## src/rtl/fmul_pkg.sv

```systemverilog
// fmul_pkg: constants and the s1->s2 side-band bundle shared by the FP multiplier stages.
// Default format constants describe fp16 (EXPWIDTH=5, PRECISION=11).
package fmul_pkg;

    localparam int EXPWIDTH_DEF  = 5;
    localparam int PRECISION_DEF = 11;
    localparam int BIASINT       = (1 << (EXPWIDTH_DEF - 1)) - 1;
    localparam int MAXNORMEXP    = (1 << EXPWIDTH_DEF) - 2;
    localparam int PADDINGBITS   = PRECISION_DEF + 2;

    // Fixed-width part of the stage-1 side band; exponent and tag widths are
    // per-instance parameters and travel next to this bundle.
    typedef struct packed {
        logic       special_valid;
        logic       special_nan;
        logic       special_inf;
        logic       special_inv;
        logic       special_haszero;
        logic       early_overflow;
        logic       prod_sign;
        logic       may_be_subnormal;
        logic [2:0] rm;
    } s1_side_t;

endpackage

```

## src/rtl/fmul_s2_if.sv

```systemverilog
// fmul_s2_if: stage-2 upstream (in_*) and downstream (out_*) handshake plus data.
// slave = the multiplier stage, master = the surrounding pipeline / testbench.
interface fmul_s2_if #(
    parameter int EXPWIDTH  = 5,
    parameter int PRECISION = 11,
    parameter int TAG_WIDTH = 4
);
    logic                   in_valid_i;
    logic                   in_ready_o;
    logic [PRECISION-1:0]   in_a_sig_i;
    logic [PRECISION-1:0]   in_b_sig_i;
    logic                   in_special_valid_i;
    logic                   in_special_nan_i;
    logic                   in_special_inf_i;
    logic                   in_special_inv_i;
    logic                   in_special_haszero_i;
    logic                   in_early_overflow_i;
    logic                   in_prod_sign_i;
    logic [EXPWIDTH:0]      in_shift_amt_i;
    logic [EXPWIDTH:0]      in_exp_shifted_i;
    logic                   in_may_be_subnormal_i;
    logic [2:0]             in_rm_i;
    logic [TAG_WIDTH-1:0]   in_tag_i;

    logic                   out_valid_o;
    logic                   out_ready_i;
    logic [2*PRECISION-1:0] out_sig_o;
    logic                   out_special_valid_o;
    logic                   out_special_nan_o;
    logic                   out_special_inf_o;
    logic                   out_special_inv_o;
    logic                   out_special_haszero_o;
    logic                   out_early_overflow_o;
    logic                   out_prod_sign_o;
    logic [EXPWIDTH:0]      out_exp_shifted_o;
    logic                   out_may_be_subnormal_o;
    logic [2:0]             out_rm_o;
    logic [TAG_WIDTH-1:0]   out_tag_o;

    modport slave (
        input  in_valid_i, in_a_sig_i, in_b_sig_i, in_special_valid_i, in_special_nan_i,
               in_special_inf_i, in_special_inv_i, in_special_haszero_i, in_early_overflow_i,
               in_prod_sign_i, in_shift_amt_i, in_exp_shifted_i, in_may_be_subnormal_i,
               in_rm_i, in_tag_i, out_ready_i,
        output in_ready_o, out_valid_o, out_sig_o, out_special_valid_o, out_special_nan_o,
               out_special_inf_o, out_special_inv_o, out_special_haszero_o, out_early_overflow_o,
               out_prod_sign_o, out_exp_shifted_o, out_may_be_subnormal_o, out_rm_o, out_tag_o
    );

    modport master (
        output in_valid_i, in_a_sig_i, in_b_sig_i, in_special_valid_i, in_special_nan_i,
               in_special_inf_i, in_special_inv_i, in_special_haszero_i, in_early_overflow_i,
               in_prod_sign_i, in_shift_amt_i, in_exp_shifted_i, in_may_be_subnormal_i,
               in_rm_i, in_tag_i, out_ready_i,
        input  in_ready_o, out_valid_o, out_sig_o, out_special_valid_o, out_special_nan_o,
               out_special_inf_o, out_special_inv_o, out_special_haszero_o, out_early_overflow_o,
               out_prod_sign_o, out_exp_shifted_o, out_may_be_subnormal_o, out_rm_o, out_tag_o
    );
endinterface

```

## src/rtl/fmul_pipe_reg.sv

```systemverilog
// fmul_pipe_reg: one valid/ready pipeline slot of WIDTH bits with flush.
// Accepts when empty or when the held word leaves in the same cycle (no bubble).
module fmul_pipe_reg #(
    parameter int WIDTH = 8
) (
    input  logic             clk,
    input  logic             rst,
    input  logic             flush_i,
    input  logic             in_valid_i,
    output logic             in_ready_o,
    input  logic [WIDTH-1:0] in_data_i,
    output logic             out_valid_o,
    input  logic             out_ready_i,
    output logic [WIDTH-1:0] out_data_o
);
    logic             valid_q, valid_d;
    logic [WIDTH-1:0] data_q, data_d;
    logic             in_fire;

    assign in_ready_o  = !valid_q || out_ready_i;
    assign out_valid_o = valid_q;
    assign out_data_o  = data_q;

    // Next state: data loads on accept only; flush kills the slot (data is don't-care then).
    always_comb begin
        in_fire = in_valid_i && in_ready_o;
        data_d  = in_fire ? in_data_i : data_q;
        valid_d = in_fire || (valid_q && !out_ready_i);
        if (flush_i) valid_d = 1'b0;
    end

    // Slot registers, synchronous reset clears valid and data.
    always_ff @(posedge clk) begin
        if (rst) begin
            valid_q <= 1'b0;
            data_q  <= '0;
        end else begin
            valid_q <= valid_d;
            data_q  <= data_d;
        end
    end
endmodule

```

## src/rtl/fmul_s2.sv

```systemverilog
// fmul_s2: FP multiplier stage 2 - significand product, left-normalised by the
// stage-1 shift amount, with side-band pass-through and valid/ready/flush.
// Option macro FMUL_S2_MUL_PIPE_EN: split into product stage A and shift stage B
// (latency 2, still one op per cycle). Undefined: single stage, latency 1.
module fmul_s2
    import fmul_pkg::*;
#(
    parameter int EXPWIDTH  = 5,
    parameter int PRECISION = 11,
    parameter int TAG_WIDTH = 4
) (
    input  logic       clk,
    input  logic       rst,
    input  logic       flush_i,
    fmul_s2_if.slave   bus
);
    localparam int SIGW = 2 * PRECISION;

    typedef struct packed {
        s1_side_t             side;
        logic [EXPWIDTH:0]    exp;
        logic [TAG_WIDTH-1:0] tag;
        logic [SIGW-1:0]      sig;
    } s2_word_t;

    s1_side_t        in_side;
    logic [SIGW-1:0] prod;
    s2_word_t        out_word;

    // Gather side band and form the full-width unsigned significand product.
    always_comb begin
        in_side.special_valid    = bus.in_special_valid_i;
        in_side.special_nan      = bus.in_special_nan_i;
        in_side.special_inf      = bus.in_special_inf_i;
        in_side.special_inv      = bus.in_special_inv_i;
        in_side.special_haszero  = bus.in_special_haszero_i;
        in_side.early_overflow   = bus.in_early_overflow_i;
        in_side.prod_sign        = bus.in_prod_sign_i;
        in_side.may_be_subnormal = bus.in_may_be_subnormal_i;
        in_side.rm               = bus.in_rm_i;
        prod = {{PRECISION{1'b0}}, bus.in_a_sig_i} * {{PRECISION{1'b0}}, bus.in_b_sig_i};
    end

`ifdef FMUL_S2_MUL_PIPE_EN
    typedef struct packed {
        s1_side_t             side;
        logic [EXPWIDTH:0]    exp;
        logic [TAG_WIDTH-1:0] tag;
        logic [EXPWIDTH:0]    shift;
        logic [SIGW-1:0]      prod;
    } s2a_word_t;

    s2a_word_t a_in, a_out;
    s2_word_t  b_in;
    logic      a_valid, b_ready;

    // Stage A captures the raw product; stage B applies the shift. A logical
    // shift by >= SIGW already yields zero, and bits above the MSB are dropped.
    always_comb begin
        a_in     = '{side: in_side, exp: bus.in_exp_shifted_i, tag: bus.in_tag_i,
                     shift: bus.in_shift_amt_i, prod: prod};
        b_in     = '{side: a_out.side, exp: a_out.exp, tag: a_out.tag,
                     sig: a_out.prod << a_out.shift};
    end

    fmul_pipe_reg #(.WIDTH($bits(s2a_word_t))) u_stage_a (
        .clk(clk), .rst(rst), .flush_i(flush_i),
        .in_valid_i(bus.in_valid_i), .in_ready_o(bus.in_ready_o), .in_data_i(a_in),
        .out_valid_o(a_valid), .out_ready_i(b_ready), .out_data_o(a_out)
    );

    fmul_pipe_reg #(.WIDTH($bits(s2_word_t))) u_stage_b (
        .clk(clk), .rst(rst), .flush_i(flush_i),
        .in_valid_i(a_valid), .in_ready_o(b_ready), .in_data_i(b_in),
        .out_valid_o(bus.out_valid_o), .out_ready_i(bus.out_ready_i), .out_data_o(out_word)
    );
`else
    s2_word_t in_word;

    // Shift and register in one step; shift >= SIGW gives zero by shift semantics.
    always_comb begin
        in_word = '{side: in_side, exp: bus.in_exp_shifted_i, tag: bus.in_tag_i,
                    sig: prod << bus.in_shift_amt_i};
    end

    fmul_pipe_reg #(.WIDTH($bits(s2_word_t))) u_stage (
        .clk(clk), .rst(rst), .flush_i(flush_i),
        .in_valid_i(bus.in_valid_i), .in_ready_o(bus.in_ready_o), .in_data_i(in_word),
        .out_valid_o(bus.out_valid_o), .out_ready_i(bus.out_ready_i), .out_data_o(out_word)
    );
`endif

    assign bus.out_sig_o              = out_word.sig;
    assign bus.out_exp_shifted_o      = out_word.exp;
    assign bus.out_tag_o              = out_word.tag;
    assign bus.out_special_valid_o    = out_word.side.special_valid;
    assign bus.out_special_nan_o      = out_word.side.special_nan;
    assign bus.out_special_inf_o      = out_word.side.special_inf;
    assign bus.out_special_inv_o      = out_word.side.special_inv;
    assign bus.out_special_haszero_o  = out_word.side.special_haszero;
    assign bus.out_early_overflow_o   = out_word.side.early_overflow;
    assign bus.out_prod_sign_o        = out_word.side.prod_sign;
    assign bus.out_may_be_subnormal_o = out_word.side.may_be_subnormal;
    assign bus.out_rm_o               = out_word.side.rm;
endmodule

```

## src/flat_wrapper.sv

```systemverilog
// flat-port wrapper written by rule: the top's interface ports become plain ports
module fmul_s2_flat import fmul_pkg::*;
#(
    parameter int EXPWIDTH  = 5,
    parameter int PRECISION = 11,
    parameter int TAG_WIDTH = 4
)
  (clk, rst, flush_i, bus_in_valid_i, bus_in_a_sig_i, bus_in_b_sig_i, bus_in_special_valid_i, bus_in_special_nan_i, bus_in_special_inf_i, bus_in_special_inv_i, bus_in_special_haszero_i, bus_in_early_overflow_i, bus_in_prod_sign_i, bus_in_shift_amt_i, bus_in_exp_shifted_i, bus_in_may_be_subnormal_i, bus_in_rm_i, bus_in_tag_i, bus_out_ready_i, bus_in_ready_o, bus_out_valid_o, bus_out_sig_o, bus_out_special_valid_o, bus_out_special_nan_o, bus_out_special_inf_o, bus_out_special_inv_o, bus_out_special_haszero_o, bus_out_early_overflow_o, bus_out_prod_sign_o, bus_out_exp_shifted_o, bus_out_may_be_subnormal_o, bus_out_rm_o, bus_out_tag_o);
  fmul_s2_if #(.EXPWIDTH(EXPWIDTH), .PRECISION(PRECISION), .TAG_WIDTH(TAG_WIDTH)) bus_i ();
  input  logic clk;
  input  logic rst;
  input  logic flush_i;
  input wire logic [$bits(bus_i.in_valid_i)-1:0] bus_in_valid_i;
  input wire logic [$bits(bus_i.in_a_sig_i)-1:0] bus_in_a_sig_i;
  input wire logic [$bits(bus_i.in_b_sig_i)-1:0] bus_in_b_sig_i;
  input wire logic [$bits(bus_i.in_special_valid_i)-1:0] bus_in_special_valid_i;
  input wire logic [$bits(bus_i.in_special_nan_i)-1:0] bus_in_special_nan_i;
  input wire logic [$bits(bus_i.in_special_inf_i)-1:0] bus_in_special_inf_i;
  input wire logic [$bits(bus_i.in_special_inv_i)-1:0] bus_in_special_inv_i;
  input wire logic [$bits(bus_i.in_special_haszero_i)-1:0] bus_in_special_haszero_i;
  input wire logic [$bits(bus_i.in_early_overflow_i)-1:0] bus_in_early_overflow_i;
  input wire logic [$bits(bus_i.in_prod_sign_i)-1:0] bus_in_prod_sign_i;
  input wire logic [$bits(bus_i.in_shift_amt_i)-1:0] bus_in_shift_amt_i;
  input wire logic [$bits(bus_i.in_exp_shifted_i)-1:0] bus_in_exp_shifted_i;
  input wire logic [$bits(bus_i.in_may_be_subnormal_i)-1:0] bus_in_may_be_subnormal_i;
  input wire logic [$bits(bus_i.in_rm_i)-1:0] bus_in_rm_i;
  input wire logic [$bits(bus_i.in_tag_i)-1:0] bus_in_tag_i;
  input wire logic [$bits(bus_i.out_ready_i)-1:0] bus_out_ready_i;
  output wire logic [$bits(bus_i.in_ready_o)-1:0] bus_in_ready_o;
  output wire logic [$bits(bus_i.out_valid_o)-1:0] bus_out_valid_o;
  output wire logic [$bits(bus_i.out_sig_o)-1:0] bus_out_sig_o;
  output wire logic [$bits(bus_i.out_special_valid_o)-1:0] bus_out_special_valid_o;
  output wire logic [$bits(bus_i.out_special_nan_o)-1:0] bus_out_special_nan_o;
  output wire logic [$bits(bus_i.out_special_inf_o)-1:0] bus_out_special_inf_o;
  output wire logic [$bits(bus_i.out_special_inv_o)-1:0] bus_out_special_inv_o;
  output wire logic [$bits(bus_i.out_special_haszero_o)-1:0] bus_out_special_haszero_o;
  output wire logic [$bits(bus_i.out_early_overflow_o)-1:0] bus_out_early_overflow_o;
  output wire logic [$bits(bus_i.out_prod_sign_o)-1:0] bus_out_prod_sign_o;
  output wire logic [$bits(bus_i.out_exp_shifted_o)-1:0] bus_out_exp_shifted_o;
  output wire logic [$bits(bus_i.out_may_be_subnormal_o)-1:0] bus_out_may_be_subnormal_o;
  output wire logic [$bits(bus_i.out_rm_o)-1:0] bus_out_rm_o;
  output wire logic [$bits(bus_i.out_tag_o)-1:0] bus_out_tag_o;
  assign bus_i.in_valid_i = bus_in_valid_i;
  assign bus_i.in_a_sig_i = bus_in_a_sig_i;
  assign bus_i.in_b_sig_i = bus_in_b_sig_i;
  assign bus_i.in_special_valid_i = bus_in_special_valid_i;
  assign bus_i.in_special_nan_i = bus_in_special_nan_i;
  assign bus_i.in_special_inf_i = bus_in_special_inf_i;
  assign bus_i.in_special_inv_i = bus_in_special_inv_i;
  assign bus_i.in_special_haszero_i = bus_in_special_haszero_i;
  assign bus_i.in_early_overflow_i = bus_in_early_overflow_i;
  assign bus_i.in_prod_sign_i = bus_in_prod_sign_i;
  assign bus_i.in_shift_amt_i = bus_in_shift_amt_i;
  assign bus_i.in_exp_shifted_i = bus_in_exp_shifted_i;
  assign bus_i.in_may_be_subnormal_i = bus_in_may_be_subnormal_i;
  assign bus_i.in_rm_i = bus_in_rm_i;
  assign bus_i.in_tag_i = bus_in_tag_i;
  assign bus_i.out_ready_i = bus_out_ready_i;
  assign bus_in_ready_o = bus_i.in_ready_o;
  assign bus_out_valid_o = bus_i.out_valid_o;
  assign bus_out_sig_o = bus_i.out_sig_o;
  assign bus_out_special_valid_o = bus_i.out_special_valid_o;
  assign bus_out_special_nan_o = bus_i.out_special_nan_o;
  assign bus_out_special_inf_o = bus_i.out_special_inf_o;
  assign bus_out_special_inv_o = bus_i.out_special_inv_o;
  assign bus_out_special_haszero_o = bus_i.out_special_haszero_o;
  assign bus_out_early_overflow_o = bus_i.out_early_overflow_o;
  assign bus_out_prod_sign_o = bus_i.out_prod_sign_o;
  assign bus_out_exp_shifted_o = bus_i.out_exp_shifted_o;
  assign bus_out_may_be_subnormal_o = bus_i.out_may_be_subnormal_o;
  assign bus_out_rm_o = bus_i.out_rm_o;
  assign bus_out_tag_o = bus_i.out_tag_o;
  fmul_s2 #(.EXPWIDTH(EXPWIDTH), .PRECISION(PRECISION), .TAG_WIDTH(TAG_WIDTH)) u_core (.clk(clk), .rst(rst), .flush_i(flush_i), .bus(bus_i));
endmodule
```

## config.mk

```make
export PLATFORM = sky130hd
export DESIGN_NAME = fmul_s2_flat
export DESIGN_NICKNAME = d
export VERILOG_FILES = /design/src/rtl/fmul_pkg.sv /design/src/rtl/fmul_s2_if.sv /design/src/rtl/fmul_pipe_reg.sv /design/src/rtl/fmul_s2.sv /design/src/flat_wrapper.sv
export SDC_FILE = /design/constraint.sdc
export NUM_CORES = 1
export LEC_CHECK = 0
export BUFFER_PORTS_ARGS = -buffer_cell sky130_fd_sc_hd__buf_4
export CAP_MARGIN = 20
export CELL_PAD_IN_SITES_DETAIL_PLACEMENT = 1
export CELL_PAD_IN_SITES_GLOBAL_PLACEMENT = 2
export CORE_UTILIZATION = 35
export DETAILED_ROUTE_END_ITERATION = 7
export PLACE_DENSITY = 0.88
export SLEW_MARGIN = 20
export SYNTH_ARGS = -nofsm -noshare
export SYNTH_HDL_FRONTEND = slang
export SYNTH_SLANG_ARGS = --single-unit
```

## constraint.sdc

```tcl
create_clock -name clk -period 7.5 [get_ports clk]
set_input_delay 0.375 -clock clk [delete_from_list [all_inputs] [get_ports clk]]
set_output_delay 0.375 -clock clk [all_outputs]
set_load 0.05 [all_outputs]
```

Yosys cells after proc, flatten, opt, wreduce, memory -nomap -nowiden
Index checks and enable logic that the tools add are counted.
{"block": "totals", "regBits": 44, "latch_bits": 0, "ram_bits": 0, "mem_bits_ro": 0, "out_inout_bits": 45, "n_memories": 0}
{"block": "op_classes", "n_addsub": 0, "n_mul": 1, "div_mod_pow": 0, "magnitude_cmp": 0, "eq_ne": 0, "shift": 1, "mux": 0, "bitwise": 0, "n_reduce_logical": 7}
{"operator": "$mul A11 B11 Y22", "n": 1}
{"operator": "$shl A22 B6 Y22", "n": 1}
{"operator": "$logic_and A1 B1 Y1", "n": 2}
{"operator": "$logic_not A1 Y1", "n": 2}
{"operator": "$logic_or A1 B1 Y1", "n": 2}
{"operator": "$reduce_or A2 Y1", "n": 1}

Depth between registers and ports, before layout
Gate-level depths: netlist of the first run.
{"block": "logic_depth", "ltp_word": 4, "ltp_mapped": 22, "depth_no_buf": 20}

Modules after synthesis
From an unflattened synthesis of the first run, not the netlist that was laid out.
{"block": "unflattened", "hier_cells": 901, "area_unflattened_um2": 7522.2}
{"module": "fmul_s2", "instances": 1, "cells_per_inst": 699, "area_each_um2": 5416.4}
{"module": "fmul_pipe_reg", "instances": 1, "cells_per_inst": 202, "area_each_um2": 2105.8}

Least setup slack after synthesis of the first run
OpenSTA, ideal clock, no wires.
{"block": "synth_path", "path_kind": "input -> register", "startpoint": "in bus_in_b_sig_i[2]", "endpoint": "reg u_core.u_stage.data_q[16] (netlist: u_core.u_stage.out_data_o[16])", "setup_ps": 91, "arrival_time_ps": 5434, "path_slack_ps": 1975, "path_stages": 20, "path_buffers": 2, "cell_sequence": "clkbuf_1 > nand2_1 > fa_1 > fa_1 > fa_1 > inv_1 > fa_1 > inv_1 > fa_1 > inv_1 > ha_1 > buf_4 > a2111oi_1 > a211oi_1 > a21oi_1 > o21ai_2 > xnor2_1 > a221oi_1 > mux2i_1 > a311oi_1"}
{"block": "synth_between", "elab_chain_cells": 2}
{"item": "start: declaration", "line_no": "flat_wrapper.sv:15", "text": "input wire logic [$bits(bus_i.in_b_sig_i)-1:0] bus_in_b_sig_i;"}
{"item": "$mul A11 B11 Y22", "line_no": "fmul_s2.sv:41", "text": "prod = {{PRECISION{1'b0}}, bus.in_a_sig_i} * {{PRECISION{1'b0}}, bus.in_b_sig_i};"}
{"item": "$shl A22 B6 Y22", "line_no": "fmul_s2.sv:83", "text": "sig: prod << bus.in_shift_amt_i};"}
{"item": "end signal: assignment", "line_no": "fmul_pipe_reg.sv:39", "text": "data_q <= data_d;"}
{"item": "end: declaration", "line_no": "fmul_pipe_reg.sv:17", "text": "logic [WIDTH-1:0] data_q, data_d;"}
Every way passes these cells.
A chain may end at the register's enable or synchronous reset.

Final worst setup path of the first run
Same ends and word-level chain as after synthesis.

==> results of run 1 <==
[registers in the layout, summed over array words and instances, names as in the netlist]
register,count
u_core.u_stage.out_valid_o,1
u_core.u_stage.out_data_o,43
[power by group]
group          switching [mW]  internal, mW
clock network          0.0919         0.175
registers             0.00909         0.249
logic                    1.42         0.935
total                    1.52          1.36
[routing by layer]
layer	track usage (%)	routed length, µm	vias up
met5	0	0	-
met4	2.975	218	0
met3	2.615	569	20
met2	32.28	8475	80
met1	27.22	8748	2872
li1	-	-	2826
[cells by family after synthesis]
family | after synthesis
compound gates | 151
xor+xnor | 22
fa+ha+maj | 140
buf+inv | 165
flops | 44
mux | 28
simple gates | 279
[cells in the final DEF (no fill, tap or decap), drive strengths merged, types with 4 or more instances in the layout]
cell type  count
xnor2          9
a221oi         4
and2          69
a2111oi        5
nand3          8
mux2           8
a21o           8
a211oi         9
o21ai         17
dfxtp         44
nor3           8
a211o          4
o31ai          4
inv          111
nor2          39
nand2        136
ha            60
a22oi         10
nand2b         4
buf          100
fa            80
mux2i         17
and3           4
clkbuf         7
a21oi         52
xor2          13
a311oi         5
[final timing paths]
kind	start	to	slack, ns	cells past startpoint
min	flush_i	u_core.u_stage.out_valid_o	0.25	2
max	bus_in_b_sig_i[2]	u_core.u_stage.out_data_o[16]	1.87	19
min reg2reg	u_core.u_stage.out_data_o[35]	u_core.u_stage.out_data_o[35]	0.46	2
max reg2reg	u_core.u_stage.out_valid_o	u_core.u_stage.out_data_o[20]	5.53	8
[critical path: stages]
cell	delay [ns]
buf_4	0.15
nand2_1	0.09
fa_1	0.57
fa_1	0.45
fa_1	0.56
inv_1	0.05
fa_1	0.48
inv_1	0.05
fa_1	0.47
inv_1	0.04
ha_1	0.41
a2111oi_0	0.42
o21ai_1	0.19
a21oi_1	0.31
o21ai_2	0.15
xnor2_1	0.19
a221oi_1	0.43
mux2i_1	0.14
a311oi_1	0.29
[layout make-up]
cell class                 count  area, µm²  share of cell area (%)
multi-input combinational    620       5258                   67.22
timing repair buffer         100      750.7                   9.598
inverter                     113      424.2                   5.423
tap                          260      325.3                   4.159
clock buffer                   7      152.6                   1.952
sequential                    44      880.8                   11.26
clock inverter                 1      30.03                  0.3839
==> results_dict.tcl, run 1 <==
set metrics [dict create \
    clk-insertion-delay-late_ns 0.29 \
    fin_crit_sh_pct 75.09 \
    fin_tns_setup_ns 0 \
    fin_ws_ns 1.868 \
    start_util_pct 36.00 \
    path_clk_slew_ns 0.06 \
    nFillCells 2277 \
    grt_antenna_before_repair 0 \
    final_cell_count_no_fill 1145 \
    gp_congestion 0.8300 \
    grt_overflow_total 0 \
    grt_util_all_layers_pct 19.42 \
    cts_tree "built" \
    utilization_pct 41.53 \
    synthToLayoutAreaGrowth_pct 15.37 \
    outcome "finished clean" \
    rows 50 \
    synthXorXnorAreaFrac_pct 2.842 \
    maxCapViolCount 0 \
    grt_pass1_wl_um 31370 \
    cts_root_buffer "clkbuf_16" \
    netlist.top_cell.by_area "fa_1" \
    place_ws_ns 1.532 \
    fp.dieArea_um2 19930 \
    synth_nets 1023 \
    startpoint_type "primary input" \
    synth-edff-count 0 \
    yosys_warnings 0 \
    grt_max_degree 41 \
    synth_cell_types 71 \
    finalClockSkew_ns 0.004947 \
    drt_iter0_drc 296 \
    synth.mux.area_fraction_pct 4.836 \
    avgSynthCellArea_um2 8.177 \
    irDropWorstVdd_mv 0.2041 \
    wirelength_um 18010 \
    cts_buffer_depth 2 \
    first_pass_iters 4 \
    hold_violations 0 \
    cp.required_ns 7.69 \
    synth_simple_gate_area_share_pct 19.40 \
    h-tree-depth 2 \
    fin_area_um2 7821 \
    worstPathArrival_ns 5.83 \
    crit_fanout 11 \
    ctsResizeCount 0 \
    diodes 0 \
    via_per_inst 5.064 \
    synth_area_leaders "fa_1 24%, dfxtp_1 13%, ha_1 11%, nand2_1 7.5%, and2_1 6.4%" \
    leakagePower_nw 3.744 \
    core_area_um2 18830 \
    cts_inserted_buffers 5 \
    numPlacedInstances 1137 \
    slew_viol_final 0 \
    hold_ws_ns 0.2476 \
    clkSinkCount 44 \
    ys_ff_latch 44 \
    synthFlopType "dfxtp_1" \
    die_w_um 141.2 \
    synth_area_um2 6779 \
    synth_common_cells "135 x nand2_1, 111 x inv_1, 80 x fa_1, 69 x and2_1, 60 x ha_1" \
    clock.fmax_mhz 177.6 \
    min_path_type "in -> reg" \
    period_minus_slack_ns 5.632 \
    port_buffers 98 \
    vias 5798 \
    yosysTopAreaCellShare_pct 23.62 \
    pwr_density_cell_nw_per_um2 368.8 \
    grt_setup_unrepaired "no" \
    placed_area_um2 7639 \
    max-slew-margin-rel_pct 57.41 \
    cts_hold_buf 0 \
    grt_pass1_vias 6355 \
    drt-wirelength-per-cell_um 15.73 \
    ant_nets 0 \
    drive_above_1_share_pct 15.48 \
    num_io_pins 99 \
    synth_top_family_by_area "adder cells" \
    die_h_um 141.2 \
    synth_compound_area_share_pct 15.78 \
    synthArstFlopShare_pct 0 \
    setup_viol 0 \
    post-route-drc-count 0 \
    critPathKind "in -> reg" \
    tightest_slew_ns 0.6228 \
    layout.nets 1078 \
    yosysSeqAreaShare_pct 12.99 \
    power.total_mw 2.884 \
    cts_setup_buffers 0 \
    dp_hpwl_um 15030 \
    cp-end-kind "flop" \
    yosysMostFrequentCell "nand2_1" \
    synthCells 829 \
    synth_fa_ha_area_share_pct 34.70 \
]
Note: power is estimated with default switching activity, not from simulation.
==> run 2: changes to the inputs <==
clock period = 5.5 ns   (was 7.5 ns; I/O delays follow)
==> results_dict.tcl, run 2 (synthesized netlist as in run 1, its figures left out) <==
set metrics [dict create \
    drt_iter0_drc 236 \
    wirelength_um 19230 \
    cp-end-kind "flop" \
    utilization_pct 43.08 \
    fp.dieArea_um2 19930 \
    cts_setup_buffers 0 \
    cts_root_buffer "clkbuf_16" \
    layout.nets 1112 \
    min_path_type "in -> reg" \
    synthToLayoutAreaGrowth_pct 19.66 \
    start_util_pct 36.00 \
    grt_util_all_layers_pct 20.38 \
    diodes 0 \
    clkSinkCount 44 \
    worstPathArrival_ns 5.40 \
    rows 50 \
    grt_setup_unrepaired "no" \
    core_area_um2 18830 \
    leakagePower_nw 3.905 \
    path_clk_slew_ns 0.06 \
    die_h_um 141.2 \
    outcome "finished clean" \
    cts_hold_buf 0 \
    pwr_density_cell_nw_per_um2 559.3 \
    grt_max_degree 41 \
    irDropWorstVdd_mv 0.3234 \
    drt-wirelength-per-cell_um 16.31 \
    die_w_um 141.2 \
    numPlacedInstances 1171 \
    cts_inserted_buffers 5 \
    placed_area_um2 7894 \
    tightest_slew_ns 0.6022 \
    gp_congestion 0.8220 \
    first_pass_iters 4 \
    cpLargestDelayFamily "adder cells" \
    via_per_inst 5.125 \
    crit_slowest_cell "fa_1" \
    multiInputGateArea_um2 5325 \
    ant_nets 0 \
    drive_above_1_share_pct 20.02 \
    cts_tree "built" \
    period_minus_slack_ns 5.237 \
    port_buffers 98 \
    cp_slowest_stage_delay_ns 0.55 \
    slew_viol_final 0 \
    dp_hpwl_um 15970 \
    fin_area_um2 8112 \
    vias 6042 \
    critPathKind "in -> reg" \
    post-route-drc-count 0 \
    hold_ws_ns 0.1530 \
    cts_buffer_depth 2 \
    fin_crit_sh_pct 95.22 \
    clk-insertion-delay-late_ns 0.29 \
    ctsResizeCount 0 \
    num_io_pins 99 \
    max-slew-margin-rel_pct 59.71 \
    h-tree-depth 2 \
    crit_fanout 8 \
    setup_viol 0 \
    cp.required_ns 5.66 \
    finalClockSkew_ns 0.003987 \
    layout_common_cells "134 x nand2_1, 134 x buf_4, 111 x inv_1" \
    cp_common_cell "fa_1" \
    final_cell_count_no_fill 1179 \
    grt_antenna_before_repair 0 \
    grt_overflow_total 0 \
    grt_pass1_wl_um 32820 \
    cp_cell_sequence "buf_4 > nand2_1 > fa_1 > fa_1 > inv_1 > fa_1 > fa_1 > inv_1 > fa_1 > inv_1 > ha_1 > nand2_4 > o31ai_4 > buf_4 > xor2_1 > mux4_2 > and2_1 > o21ai_1 > a41oi_2" \
    nFillCells 2275 \
    hold_violations 0 \
    maxCapViolCount 0 \
    grt_pass1_vias 6558 \
    largest_reg_flops 43 \
    startpoint_type "primary input" \
    regArea_um2 880.8 \
    clock.fmax_mhz 190.9 \
    crit_buf_inv 5 \
]
run 2: cell type report:
class | instances | area share, %
multi-input cells | 620 | 65.65
repair buffers | 134 | 12.40
flip-flops and latches | 44 | 10.86
inverters | 113 | 5.229
well taps | 260 | 4.010
clock buffers | 7 | 1.758
clock inverters | 1 | 0.09255
run 2: stage by stage:
stage	setup TNS [ns]	setup WS [ns]	total power, mW
after detailed placement	-0.7204	-0.1487	4.059
final	0	0.2628	4.537
after global routing	0	0.02455	5.014
after floorplan	0	0.07459	2.889
after global placement	-0.03799	-0.02600	3.989
after CTS	0	0.1312	4.401
run 2: worst paths after layout:
| check | slack, ns | endpoint | cells after the start | from |
|---|---|---|---|---|
| max | 0.26 | u_core.u_stage.out_data_o[21] | 19 | bus_in_a_sig_i[5] |
| min | 0.15 | u_core.u_stage.out_valid_o | 2 | flush_i |
| max reg2reg | 3.34 | u_core.u_stage.out_data_o[17] | 8 | u_core.u_stage.out_valid_o |
| min reg2reg | 0.45 | u_core.u_stage.out_data_o[33] | 2 | u_core.u_stage.out_data_o[33] |
run 2: power by group:
group,switching [mW],internal [mW]
logic,2.16,1.72
registers,0.0127,0.339
clock network,0.128,0.181
total,2.30,2.24
run 2: per-layer routing:
layer / global-route usage (%) / routed length (µm)
met2: 35.17 / 9433
met5: 0 / 0
met3: 2.412 / 679
met4: 2.460 / 150
met1: 27.95 / 8961
==> run 3: changes to the inputs <==
GPL_TIMING_DRIVEN = 0   (was default)
PLACE_DENSITY = default   (was 0.88)
PLACE_DENSITY_LB_ADDON = 0.1   (was default)
==> results_dict.tcl, run 3 (synthesized netlist as in run 1, its figures left out) <==
set metrics [dict create \
    place_ws_ns -0.9276 \
    fin_crit_sh_pct 95.97 \
    max-slew-margin-rel_pct 57.66 \
    grt_pass1_wl_um 33820 \
    path_clk_slew_ns 0.06 \
    core_area_um2 18830 \
    crit_slowest_cell "fa_1" \
    grt_antenna_before_repair 0 \
    reg2reg_depth 8 \
    clk-insertion-delay-late_ns 0.29 \
    startpoint_type "primary input" \
    grt_setup_unrepaired "yes" \
    synthToLayoutAreaGrowth_pct 21.41 \
    first_pass_iters 4 \
    largest_reg_flops 43 \
    start_util_pct 36.00 \
    cp.required_ns 5.69 \
    wirelength_um 19710 \
    rr_endpoint "u_core.u_stage.out_data_o[17]" \
    fin_tns_setup_ns 0 \
    grt_overflow_total 0 \
    min_path_type "in -> reg" \
    via_per_inst 5.107 \
    port_buffers 97 \
    maxCapViolCount 0 \
    post-route-drc-count 0 \
    gp_congestion 0.8229 \
    fin_ws_ns 0.2219 \
    vias 6057 \
    num_io_pins 99 \
    rows 50 \
    cts_buffer_depth 2 \
    cp_slowest_stage_delay_ns 0.56 \
    slew_viol_final 0 \
    clock.fmax_mhz 189.5 \
    irDropWorstVdd_mv 0.4041 \
    cp_cell_sequence "buf_4 > nand2_1 > fa_1 > fa_1 > fa_1 > inv_1 > fa_1 > inv_1 > fa_1 > inv_1 > ha_1 > buf_6 > a2111oi_4 > a211oi_2 > a21oi_4 > buf_4 > xnor2_2 > mux2i_1 > mux2i_2 > nand2_1 > a311oi_1" \
    drt-wirelength-per-cell_um 16.62 \
    drive_above_1_share_pct 19.22 \
    pwr_density_cell_nw_per_um2 565.5 \
    reg2reg_slack_ns 3.57 \
    reg2reg_from "u_core.u_stage.out_valid_o" \
    endpoint "u_core.u_stage.out_data_o[19]" \
    cts_root_buffer "clkbuf_16" \
    diodes 0 \
    layout.nets 1119 \
    layout_common_cells "134 x nand2_1, 111 x inv_1, 108 x buf_4" \
    tightest_slew_ns 0.6328 \
    h-tree-depth 2 \
    grt_pass1_vias 6868 \
    leakagePower_nw 3.918 \
    cp-end-kind "flop" \
    period_minus_slack_ns 5.278 \
    hold_violations 0 \
    setup_viol 0 \
    worstSetupStartpoint "bus_in_b_sig_i[2]" \
    cts_tree "built" \
    grt_max_degree 14 \
    die_h_um 141.2 \
    worstPathArrival_ns 5.47 \
    grt_util_all_layers_pct 21.04 \
    clkSinkCount 44 \
    cts_inserted_buffers 5 \
    critPathKind "in -> reg" \
    ant_nets 0 \
    nFillCells 2286 \
    dp_hpwl_um 16660 \
    final_common_cell "nand2_1" \
    outcome "finished clean" \
    cp_common_cell "fa_1" \
    fp.dieArea_um2 19930 \
    finalClockSkew_ns 0.005635 \
    crit_fanout 11 \
    utilization_pct 43.71 \
    die_w_um 141.2 \
    drt_iter0_drc 243 \
]
-- run 3: how the worst min path moves through the flow --
| stage | startpoint | slack [ns] | end | depth (start not counted) |
|---|---|---|---|---|
| 5_1_grt | flush_i | 0.14 | u_core.u_stage.out_valid_o | 2 |
| 6_report | flush_i | 0.14 | u_core.u_stage.out_valid_o | 2 |
| 4_1_cts | flush_i | 0.14 | u_core.u_stage.out_valid_o | 2 |
| 2_1_floorplan | flush_i | 0.35 | u_core.u_stage.out_valid_o | 1 |
| 3_5_place_dp | flush_i | 0.44 | u_core.u_stage.out_valid_o | 2 |
| 3_3_place_gp | flush_i | 0.44 | u_core.u_stage.out_valid_o | 2 |
-- run 3: worst max-delay path, delay by kind of cell --
kind,cells,cell delay [ns]
simple gates,2,0.23
compound gates,4,0.98
xor+xnor,1,0.12
fa+ha+maj,6,2.78
buf+inv,6,0.62
mux,2,0.45
-- run 3: timing repair --
action,CTS,global route
endpoints found under the setup margin,13,13
pin swaps,3,14
setup buffers,0,8
gates resized for setup,16,44
hold buffers,0,0
-- run 3: report_power, final --
part           total (mW)  internal (mW)  switching [mW]
clock               0.366          0.239           0.127
combinational        3.94           1.64            2.30
sequential          0.352          0.339          0.0127
total                4.65           2.22            2.44
-- run 3: cell type report --
| type | instances | area [µm²] | area share [%] |
|---|---|---|---|
| tap | 260 | 325.3 | 3.953 |
| timing repair buffer | 105 | 788.3 | 9.577 |
| sequential | 44 | 880.8 | 10.70 |
| buffer | 36 | 182.7 | 2.220 |
| inverter | 113 | 424.2 | 5.154 |
| multi-input combinational | 620 | 5446 | 66.18 |
| clock buffer | 7 | 152.6 | 1.855 |
| clock inverter | 1 | 30.03 | 0.3649 |
-- run 3: layer usage --
metal	track usage, %	part of all wire (%)	up-vias
met2	37.62	50	94
met1	27.94	47	3057
met4	1.316	0.20	0
met5	0	0	-
met3	2.955	3.1	5
li1	-	-	2901
-- run 3: stage by stage --
stage | hold WS, ns | total power, mW | std cells | area, µm²
finish | 0.1412 | 4.654 | 1186 | 8230
global route | 0.1405 | 5.140 | 1186 | 8230
CTS | 0.1364 | 4.142 | 1182 | 8008
detailed placement | 0.4431 | 3.681 | 1186 | 7833
global placement | 0.4406 | 3.628 | 1186 | 7833
floorplan | 0.3535 | 2.889 | 829 | 6779
